==> config.mk <==
export PLATFORM = sky130hd
export DESIGN_NAME = autoconfig_zii_multi
export DESIGN_NICKNAME = d
export VERILOG_FILES = /design/src/rtl/autoconfig_zii_pkg.sv /design/src/rtl/autoconfig_zii_rom.sv /design/src/rtl/autoconfig_zii_multi.sv
export SDC_FILE = /design/constraint.sdc
export NUM_CORES = 1
export LEC_CHECK = 0
export CORE_AREA = 4 4 102 80
export CTS_CLUSTER_SIZE = 40
export DETAILED_ROUTE_END_ITERATION = 10
export DIE_AREA = 0 0 106 84
export SETUP_SLACK_MARGIN = 0.5
export SYNTH_ARGS = -nofsm -noshare
export SYNTH_HDL_FRONTEND = slang
export SYNTH_SLANG_ARGS = --single-unit
==> constraint.sdc <==
create_clock -name C7M -period 1.76 [get_ports C7M]
set_clock_uncertainty 0.15 [all_clocks]
set_input_delay 0.176 -clock C7M [delete_from_list [all_inputs] [get_ports C7M]]
set_output_delay 0.176 -clock C7M [all_outputs]
set_load 0.05 [all_outputs]
==> src/rtl/autoconfig_zii_pkg.sv <==
// rtl/autoconfig_zii_pkg.sv - shared constants and types for the multi-board Zorro II AutoConfig engine
package autoconfig_zii_pkg;

    localparam logic [7:0] E8_REGION       = 8'hE8;

    localparam logic [5:0] ER_TYPE_HI      = 6'h00;
    localparam logic [5:0] ER_TYPE_LO      = 6'h01;
    localparam logic [5:0] ER_PROD_HI      = 6'h02;
    localparam logic [5:0] ER_PROD_LO      = 6'h03;
    localparam logic [5:0] ER_FLAGS_HI     = 6'h04;
    localparam logic [5:0] ER_FLAGS_LO     = 6'h05;
    localparam logic [5:0] ER_MFG_FIRST    = 6'h08;
    localparam logic [5:0] ER_MFG_LAST     = 6'h0B;
    localparam logic [5:0] ER_SERIAL_FIRST = 6'h0C;
    localparam logic [5:0] ER_SERIAL_LAST  = 6'h13;
    localparam logic [5:0] ER_ROMV_FIRST   = 6'h14;
    localparam logic [5:0] ER_ROMV_LAST    = 6'h17;
    localparam logic [5:0] ER_ZERO_HI      = 6'h20;
    localparam logic [5:0] ER_ZERO_LO      = 6'h21;
    localparam logic [5:0] ER_BASE_HI      = 6'h24;
    localparam logic [5:0] ER_BASE_LO      = 6'h25;
    localparam logic [5:0] ER_SHUTUP       = 6'h26;

    typedef enum logic [1:0] {
        UNCFG      = 2'd0,
        CONFIGURED = 2'd1,
        SHUTUP     = 2'd2
    } board_state_e;

endpackage

==> src/rtl/autoconfig_zii_rom.sv <==
// rtl/autoconfig_zii_rom.sv - combinational AutoConfig nibble lookup for the selected board
module autoconfig_zii_rom
    import autoconfig_zii_pkg::*;
#(
    parameter logic [15:0] MFG_ID = 16'h144A,
    parameter logic [31:0] SERIAL = 32'd0
) (
    input  logic [7:0]  prod_id,
    input  logic [7:0]  er_type,
    input  logic [7:0]  er_type_alt,
    input  logic [7:0]  er_flags,
    input  logic [15:0] rom_vector,
    input  logic        size_sel,
    input  logic [5:0]  a_low,
    output logic [3:0]  nibble
);

    logic [7:0] type_byte;
    logic [2:0] ser_off;

    always_comb begin
        type_byte = size_sel ? er_type_alt : er_type;
        // serial starts at 0x0C, so bias the low bits to get a 0..7 nibble offset
        ser_off   = a_low[2:0] + 3'd4;
        nibble    = 4'hF;
        if (a_low == ER_TYPE_HI) begin
            nibble = type_byte[7:4];
        end else if (a_low == ER_TYPE_LO) begin
            nibble = type_byte[3:0];
        end else if (a_low == ER_PROD_HI) begin
            nibble = ~prod_id[7:4];
        end else if (a_low == ER_PROD_LO) begin
            nibble = ~prod_id[3:0];
        end else if (a_low == ER_FLAGS_HI) begin
            nibble = ~er_flags[7:4];
        end else if (a_low == ER_FLAGS_LO) begin
            nibble = ~er_flags[3:0];
        end else if (a_low >= ER_MFG_FIRST && a_low <= ER_MFG_LAST) begin
            nibble = ~MFG_ID[{~a_low[1:0], 2'b00} +: 4];
        end else if (a_low >= ER_SERIAL_FIRST && a_low <= ER_SERIAL_LAST) begin
            nibble = ~SERIAL[{~ser_off, 2'b00} +: 4];
        end else if (a_low >= ER_ROMV_FIRST && a_low <= ER_ROMV_LAST) begin
            nibble = type_byte[4] ? ~rom_vector[{~a_low[1:0], 2'b00} +: 4] : 4'hF;
        end else if (a_low == ER_ZERO_HI || a_low == ER_ZERO_LO) begin
            nibble = 4'h0;
        end
    end

endmodule

==> src/rtl/autoconfig_zii_multi.sv <==
// rtl/autoconfig_zii_multi.sv - Zorro II AutoConfig engine presenting NUM_BOARDS boards in sequence
module autoconfig_zii_multi
    import autoconfig_zii_pkg::*;
#(
    parameter int                       NUM_BOARDS  = 2,
    parameter logic [15:0]              MFG_ID      = 16'h144A,
    parameter logic [31:0]              SERIAL      = 32'd0,
    parameter logic [8*NUM_BOARDS-1:0]  PROD_IDS    = {8'd11, 8'd10},
    parameter logic [8*NUM_BOARDS-1:0]  ER_TYPE     = {8'hD1, 8'hE7},
    parameter logic [8*NUM_BOARDS-1:0]  ER_TYPE_ALT = {8'hD1, 8'hE0},
    parameter logic [8*NUM_BOARDS-1:0]  ER_FLAGS    = {8'hC0, 8'hC0},
    parameter logic [16*NUM_BOARDS-1:0] ROM_VECTORS = {16'h0001, 16'h0000}
) (
    input  logic                      C7M,
    input  logic                      RESET,
    input  logic                      CFGIN_n,
    input  logic                      AS_CPU_n,
    input  logic                      DS_n,
    input  logic                      RW_n,
    input  logic [7:0]                A_HIGH,
    input  logic [5:0]                A_LOW,
    input  logic [3:0]                D_IN,
    input  logic [NUM_BOARDS-1:0]     SIZE_SEL,
    output logic [3:0]                DATA_OUT,
    output logic                      DATA_OE,
    output logic [8*NUM_BOARDS-1:0]   BASE,
    output logic [NUM_BOARDS-1:0]     CONFIGURED_n,
    output logic                      CFGOUT_n,
    output logic [1:0]                CUR_BOARD
);

    localparam logic [1:0] LAST_BOARD = 2'(NUM_BOARDS - 1);

    logic [3:0]              data_out_d, data_out_q;
    logic [8*NUM_BOARDS-1:0] base_d, base_q;
    logic [NUM_BOARDS-1:0]   cfg_n_d, cfg_n_q;
    logic                    cfgout_n_d, cfgout_n_q;
    logic [1:0]              cur_d, cur_q;
    logic [3:0]              stage_d, stage_q;
    logic                    done_cycle_d, done_cycle_q;
    logic                    advance_pend_d, advance_pend_q;
    board_state_e            state_d [NUM_BOARDS];
    board_state_e            state_q [NUM_BOARDS];

    logic        acc, rd_en, wr_en, cur_uncfg;
    logic [7:0]  sel_prod, sel_type, sel_type_alt, sel_flags;
    logic [15:0] sel_romv;
    logic        sel_size;
    logic [3:0]  rom_nibble;

    always_comb begin
        sel_prod     = '0;
        sel_type     = '0;
        sel_type_alt = '0;
        sel_flags    = '0;
        sel_romv     = '0;
        sel_size     = 1'b0;
        cur_uncfg    = 1'b0;
        for (int i = 0; i < NUM_BOARDS; i++) begin
            if (cur_q == 2'(i)) begin
                sel_prod     = PROD_IDS[8*i +: 8];
                sel_type     = ER_TYPE[8*i +: 8];
                sel_type_alt = ER_TYPE_ALT[8*i +: 8];
                sel_flags    = ER_FLAGS[8*i +: 8];
                sel_romv     = ROM_VECTORS[16*i +: 16];
                sel_size     = SIZE_SEL[i];
                cur_uncfg    = (state_q[i] == UNCFG);
            end
        end
    end

    autoconfig_zii_rom #(
        .MFG_ID (MFG_ID),
        .SERIAL (SERIAL)
    ) u_rom (
        .prod_id     (sel_prod),
        .er_type     (sel_type),
        .er_type_alt (sel_type_alt),
        .er_flags    (sel_flags),
        .rom_vector  (sel_romv),
        .size_sel    (sel_size),
        .a_low       (A_LOW),
        .nibble      (rom_nibble)
    );

    always_comb begin
        acc   = !CFGIN_n && cfgout_n_q && (A_HIGH == E8_REGION) && !AS_CPU_n && !DS_n;
        rd_en = acc && RW_n;
        wr_en = acc && !RW_n && !done_cycle_q;

        data_out_d     = data_out_q;
        base_d         = base_q;
        cfg_n_d        = cfg_n_q;
        cfgout_n_d     = cfgout_n_q;
        cur_d          = cur_q;
        stage_d        = stage_q;
        done_cycle_d   = done_cycle_q;
        advance_pend_d = advance_pend_q;
        state_d        = state_q;

        if (rd_en) begin
            data_out_d = rom_nibble;
        end

        // the board switch waits for the bus cycle to end so the committing cycle sees a stable board
        if (AS_CPU_n) begin
            done_cycle_d = 1'b0;
            if (advance_pend_q) begin
                advance_pend_d = 1'b0;
                stage_d        = 4'h0;
                if (cur_q == LAST_BOARD) begin
                    cfgout_n_d = 1'b0;
                end else begin
                    cur_d = cur_q + 2'd1;
                end
            end
        end

        if (wr_en) begin
            done_cycle_d = 1'b1;
            case (A_LOW)
                ER_BASE_LO: stage_d = D_IN;
                ER_BASE_HI, ER_SHUTUP: begin
                    advance_pend_d = advance_pend_q || cur_uncfg;
                    for (int i = 0; i < NUM_BOARDS; i++) begin
                        if (cur_q == 2'(i) && state_q[i] == UNCFG) begin
                            if (A_LOW == ER_BASE_HI) begin
                                base_d[8*i +: 8] = {D_IN, stage_q};
                                cfg_n_d[i]       = 1'b0;
                                state_d[i]       = CONFIGURED;
                            end else begin
                                state_d[i] = SHUTUP;
                            end
                        end
                    end
                end
                default: ;
            endcase
        end
    end

    always_ff @(posedge C7M) begin
        if (RESET) begin
            data_out_q     <= 4'hF;
            base_q         <= '0;
            cfg_n_q        <= '1;
            cfgout_n_q     <= 1'b1;
            cur_q          <= 2'd0;
            stage_q        <= 4'h0;
            done_cycle_q   <= 1'b0;
            advance_pend_q <= 1'b0;
            for (int i = 0; i < NUM_BOARDS; i++) begin
                state_q[i] <= UNCFG;
            end
        end else begin
            data_out_q     <= data_out_d;
            base_q         <= base_d;
            cfg_n_q        <= cfg_n_d;
            cfgout_n_q     <= cfgout_n_d;
            cur_q          <= cur_d;
            stage_q        <= stage_d;
            done_cycle_q   <= done_cycle_d;
            advance_pend_q <= advance_pend_d;
            state_q        <= state_d;
        end
    end

    assign DATA_OUT     = data_out_q;
    assign DATA_OE      = rd_en;
    assign BASE         = base_q;
    assign CONFIGURED_n = cfg_n_q;
    assign CFGOUT_n     = cfgout_n_q;
    assign CUR_BOARD    = cur_q;

endmodule
======== Word-level counts from Yosys, hierarchy flattened ========
Index checks and enable logic that the tools add are counted.
operators by class
  add/subtract/negate cells ............... 2
  multiply operators ...................... 0
  divide/modulo/power cells ............... 0
  order comparisons ....................... 6
  equal/unequal tests ..................... 12
  shift operators ......................... 3
  multiplexer cells ....................... 35
  bitwise gates (word level) .............. 10
  reductions and logical operators ........ 31
operator list
  kind                     number
  $mux 4                   16
  $mux 8                   8
  $shiftx 32x6->4 const A  1
  $eq 6x6->1 const B       5
  $not 4->4                7
  $shiftx 16x5->4          1
  $shiftx 16x5->4 const A  1
  $eq 6x2->1 const B       2
  $eq 6x3->1 const B       2
  $ge 6x4->1 const B       2
  $le 6x5->1 const B       2
  $logic_and 1x1->1        12
  $reduce_and 3->1         4
  $mux 1                   10
  $eq 8x8->1 const B       1
  $reduce_and 4->1         2
  $eq 6x1->1 const B       1
  $ge 6x5->1 const B       1
  $le 6x4->1 const B       1
  $logic_not 2->1          3
  $logic_not 6->1          1
  $logic_not 1->1          5
  $add 3x3->3 const B      1
  $not 3->3                1
  8 further kinds          9
storage, ports and cells
  bits in registers ....................... 35
  latch bits .............................. 0
  bits in writable memories ............... 0
  ROM bits ................................ 0
  input bits .............................. 26
  output and inout port bits .............. 26
  memories kept ........................... 0

======== Logic depth before layout (Yosys ltp) ========
  word-level depth ........................ 14
  gate-level depth with buffers ........... 8

======== By module ========
Synthesis repeated with hierarchy kept, for this count alone.
second synthesis, totals
  cell total of the unflattened synthesis .. 260
  area total of the unflattened synthesis .. 2342.2 um^2
by module, submodules not included
  module                instances  cells each  area an instance (um^2)  sequential area each (um^2)
  autoconfig_zii_multi  1          160         1579.0                   700.7
  autoconfig_zii_rom    1          100         763.2                    0.0

======== Worst setup path before layout ========
OpenSTA, ideal clock, no wires.
  kind .................................... flip-flop to flip-flop
  from .................................... reg cur_q[0], in the netlist CUR_BOARD[0]
  to ...................................... reg data_out_q[1], in the netlist DATA_OUT[1]
  library setup time ...................... 0.074 ns
  arrival time ............................ 1.829 ns
  path slack .............................. -0.294 ns
  stages on the path, launching flop included .. 8
  path through ............................ dfxtp_1 -> ha_1 -> buf_1 -> mux2i_1 -> a21oi_1 -> nor2_1 -> nand2_1 -> a31oi_1
between the ends
  longest elaborated chain between the ends .. 14
  elaborated cells on any way between the ends .. 25
  classes of those cells .................. eq/ne (1); mux (20); bitwise (3); reduce/logical (1)
RTL lines
  item                      RTL line                     source
  start: declaration        autoconfig_zii_multi.sv:38   logic [1:0] cur_d, cur_q;
  start signal: assignment  autoconfig_zii_multi.sv:160  cur_q <= cur_d;
  $logic_not 2->1           autoconfig_zii_multi.sv:60   if (cur_q == 2'(i)) begin
  $mux 1 (2 in series)      autoconfig_zii_multi.sv:60
  $mux 8                    autoconfig_zii_rom.sv:22     type_byte = size_sel ? er_type_alt : er_type;
  $mux 4                    autoconfig_zii_rom.sv:43     nibble = type_byte[4] ? ~rom_vector[{~a_low[1:0], 2'b00} +: 4] : 4'hF;
  $mux 4                    autoconfig_zii_rom.sv:42     end else if (a_low >= ER_ROMV_FIRST && a_low <= ER_ROMV_LAST) begin
  $mux 4                    autoconfig_zii_rom.sv:40     end else if (a_low >= ER_SERIAL_FIRST && a_low <= ER_SERIAL_LAST) begin
  $mux 4                    autoconfig_zii_rom.sv:38     end else if (a_low >= ER_MFG_FIRST && a_low <= ER_MFG_LAST) begin
  $mux 4                    autoconfig_zii_rom.sv:36     end else if (a_low == ER_FLAGS_LO) begin
  $mux 4                    autoconfig_zii_rom.sv:34     end else if (a_low == ER_FLAGS_HI) begin
  $mux 4                    autoconfig_zii_rom.sv:32     end else if (a_low == ER_PROD_LO) begin
  $mux 4                    autoconfig_zii_rom.sv:30     end else if (a_low == ER_PROD_HI) begin
  $mux 4                    autoconfig_zii_rom.sv:28     end else if (a_low == ER_TYPE_LO) begin
  $mux 4 (*)                autoconfig_zii_rom.sv:26     if (a_low == ER_TYPE_HI) begin
  end signal: assignment    autoconfig_zii_multi.sv:156  data_out_q <= data_out_d;
  end: declaration          autoconfig_zii_multi.sv:34   logic [3:0] data_out_d, data_out_q;
Mark *: on every way between the ends. The rest lies on a longest branch, timed or not.
A chain may end at the register's enable or synchronous reset.

======== Worst setup path after layout ========
  from .................................... in A_HIGH[7]
  to ...................................... out DATA_OE
between the ends
  longest elaborated chain between the ends .. 5
RTL lines
  item                             RTL line                    source
  start: declaration               autoconfig_zii_multi.sv:20  input logic [7:0] A_HIGH,
  $eq 8x8->1                       autoconfig_zii_multi.sv:87  acc = !CFGIN_n && cfgout_n_q && (A_HIGH == E8_REGION) && !AS_CPU_n && !DS_n;
  $logic_and 1x1->1 (3 in series)  autoconfig_zii_multi.sv:87
  $logic_and 1x1->1                autoconfig_zii_multi.sv:88  rd_en = acc && RW_n;
  end: declaration                 autoconfig_zii_multi.sv:25  output logic DATA_OE,
Every way passes these cells.

==> flow_summary_export.csv <==
group,metric,value,unit
finish,fin_util,42.54,%
finish,drive_gt1_share,43.54,%
finish,diodes,0,
timing,max_slew_margin,74.31,%
worst_setup_path,r2r-end,"BASE[5]",
floorplanning,rows,27,
timing,hold_viol_final,0,
yosys,synth_seq_area_share,40.23,%
clocking,clk_path_buf_depth,2,
global_route,grt_start_max_net_pins,21,
routing,routedWlPerCell,13.91,µm
routing,vias_per_cell,4.557,
yosys,synthXorXnorAreaFrac,0.5029,%
yosys,synth_ff_type,"dfxtp_1",
timing,finalMaxSlewViolations,0,
clocking,cts_buffers,5,
global_route,grt_use_total,12.39,%
finish,final_common_cell,"buf_4",
clocking,cts_root_buf,"clkbuf_8",
timing,finalCritPeriodShare,107.5,%
worst_setup_path,cp_num_cells,6,
yosys,synth.area.top_cells,"dfxtp_1, mux2i_1, nor2_1",
timing,setup_viol_count_final,15,
global_route,grt_pass1_wl,8.818,mm
worst_setup_path,cp_slowest_stage_delay,0.46,ns
worst_setup_path,path_buf_inv,4,
worst_setup_path,rr_worst_depth,7,
clocking,insertion_delay,0.29,ns
worst_setup_path,cp_max_fo,3,
placed_design,port_buffers,51,
worst_setup_path,arrival,1.57,ns
power,ir_drop,0.2765,mV
yosys,muxShareOfSynthArea,9.770,%
timing,hold_ws,0.1925,ns
worst_setup_path,r2r_setup_slack,-0.04,ns
power,cellLeakagePower,0.001219,µW
finish,areaGrowthSynthToFinish,74.93,%
yosys,synthSimpleGateAreaFrac,24.50,%
yosys,synth-adder-area-share,5.029,%
hold_path,whs_path_depth,4,
yosys,synth_seq_cells,35,
timing,fin_tns_setup,-0.5416,ns
clocking,tritoncts,"done",
hold_path,min_to,"done_cycle_q",
yosys,yosysWarnings,0,
yosys,yosys.cell_types.count,44,
yosys,synth_nets,228,
yosys,netlist_area,1742,µm²
run_status,violations,"setup timing",
floorplanning,core_area,7162,µm²
routing,drc,0,
timing,rsz0062_at_grt,"yes",
job,maxCapViolCount,0,
floorplanning,initial_core_util,24.32,%
finish,final_cell_count_no_fill,395,
yosys,synth_compound_area_share,14.51,%
routing,drt_iter0_drc,94,
finish,layout.nets,326,
worst_setup_path,crit_chain,"clkdlybuf4s50_1 > and4b_2 > nand4_1 > buf_4 > clkinvlp_4 > buf_12",
finish,mostFrequentLayoutCells,"buf_4, dfxtp_1, nor2_1",
worst_setup_path,slowest_stage,"clkdlybuf4s50_1",
run_status,status,"finished with violations",
timing,tightest_slew,0.3845,ns
clocking,htree_num_levels,2,
routing,firstDrtPassIters,4,
placed_design,dp_hpwl,3.772,mm
global_route,overflow,0,
floorplanning,ioPinCount,52,
global_route,grt_pass1_vias,1751,
floorplanning,die_h,84,µm
floorplanning,die_w,106,µm
finish,stdcell_area,3047,µm²
routing,drtAntennaViolNets,0,
timing,fin_ws,-0.1325,ns
worst_setup_path,critPathTopFamily,"buffers and inverters",
routing,vias,1800,
yosys,yosysTopAreaCellShare,40.23,%
worst_setup_path,end_kind,"output port",
placed_design,place_inst,366,
global_route,antenna_found_initial,0,
yosys,synth.avg_cell_area,8.932,µm²
power,cellPowerDensity,557.8,nW/µm²
yosys,synth.largest_area_cell,"dfxtp_1",
worst_setup_path,path_class,"input port to output port",
placed_design,place_area,2541,µm²
yosys,syn_inst,195,
timing,period_minus_slack,1.892,ns
worst_setup_path,required,1.43,ns
yosys,synth_edf_count,0,
yosys,synthArstFlopShare,0,%
clocking,clk_pin_slew,0.07,ns
hold_path,min_path_type,"input port to register",
placed_design,gp_congestion,0.8525,
worst_setup_path,worstSetupStartpointType,"input port",
worst_setup_path,timing.rr.start,"CFGOUT_n",
clocking,clkSinkCount,35,
hold_path,min-delay-start,"RW_n",
timing,fmax,528.4,MHz
finish,n_fill_cell,721,
yosys,synth_top_family_by_area,"simple AND/OR/NAND/NOR gates",
routing,drt_wl_total,5.496,mm
floorplanning,die_area,8904,µm²
==> synth_stat cells (3+ instances only) <==
master and instances:
inv_1 11, a21oi_1 11, dfxtp_1 35, nor3_1 5
a22oi_1 4, ha_1 7, mux2i_1 17, nand3b_1 3
clkbuf_1 5, a31oi_1 3, nand3_1 6, o21ai_0 5
nand2_1 11, nor2_1 31
==> registers in the layout (all words and copies together) (netlist names) <==
register,count
DATA_OUT,4
CFGOUT_n,1
CONFIGURED_n,2
stage_q,4
CUR_BOARD,2
BASE,16
state_q,4
done_cycle_q,1
advance_pend_q,1
==> layout make-up <==
cell class	instances	area, µm²	area share, %
clock inverter	3	43.79	1.437
tap	101	126.4	4.148
multi-input combinational	139	1140	37.41
sequential	35	711.9	23.37
inverter	11	47.55	1.561
timing repair buffer	101	908.4	29.82
clock buffer	5	68.82	2.259
==> stage by stage <==
stage,power [µW],setup slack (ns)
2_1_floorplan,870.6,0.06215
3_3_place_gp,987.7,-0.4656
3_5_place_dp,988.0,-0.5157
4_1_cts,1704,-0.07768
5_1_grt,1774,-0.1475
6_report,1700,-0.1325
==> timing repair <==
item / 4_1_cts / 5_1_grt
cloned: 2 / 0
setup buffers: 14 / 5
gates resized for setup: 52 / 33
hold buffers: 0 / 0
pin swaps: 23 / 22
setup endpoints to repair: 35 / 38
endpoints found under the hold margin: 0 / 0
==> metal layers <==
| layer | track usage (%) | vias to the layer above | wire length [µm] |
|---|---|---|---|
| li1 | - | 894 | - |
| met2 | 19.21 | 51 | 2400 |
| met4 | 3.176 | 0 | 51 |
| met3 | 3.558 | 6 | 361 |
| met5 | 0 | - | 0 |
| met1 | 16.86 | 849 | 2682 |
==> worst max path at each step <==
stage / start / slack [ns] / endpoint
finish: A_HIGH[7] / -0.13 / DATA_OE
floorplan: CFGOUT_n / 0.06 / DATA_OUT[3]
global placement: A_LOW[0] / -0.47 / DATA_OUT[0]
CTS: CFGOUT_n / -0.08 / DATA_OE
detailed placement: A_LOW[0] / -0.52 / BASE[6]
global route: CFGOUT_n / -0.15 / DATA_OE
==> report_power, final <==
group	switching, µW	internal, µW
clock	297	422
combinational	93.5	101
sequential	0.0256	787
total	390	1310
==> logic make-up after synthesis <==
kind of cell / after synthesis
flip-flops: 35
adder cells (fa/ha/maj): 7
multiplexers: 17
AO/OA/AOI/OAI: 38
XOR/XNOR: 1
buffers and inverters: 21
AND/OR/NAND/NOR: 76
==> tightest hold or removal path, cell delays in order <==
cell and delay (ns):
dlygate4sd2_1 0.23, nor2_2 0.06, nand2_1 0.06, a21oi_1 0.05
Note: power is estimated with default switching activity, not from simulation.
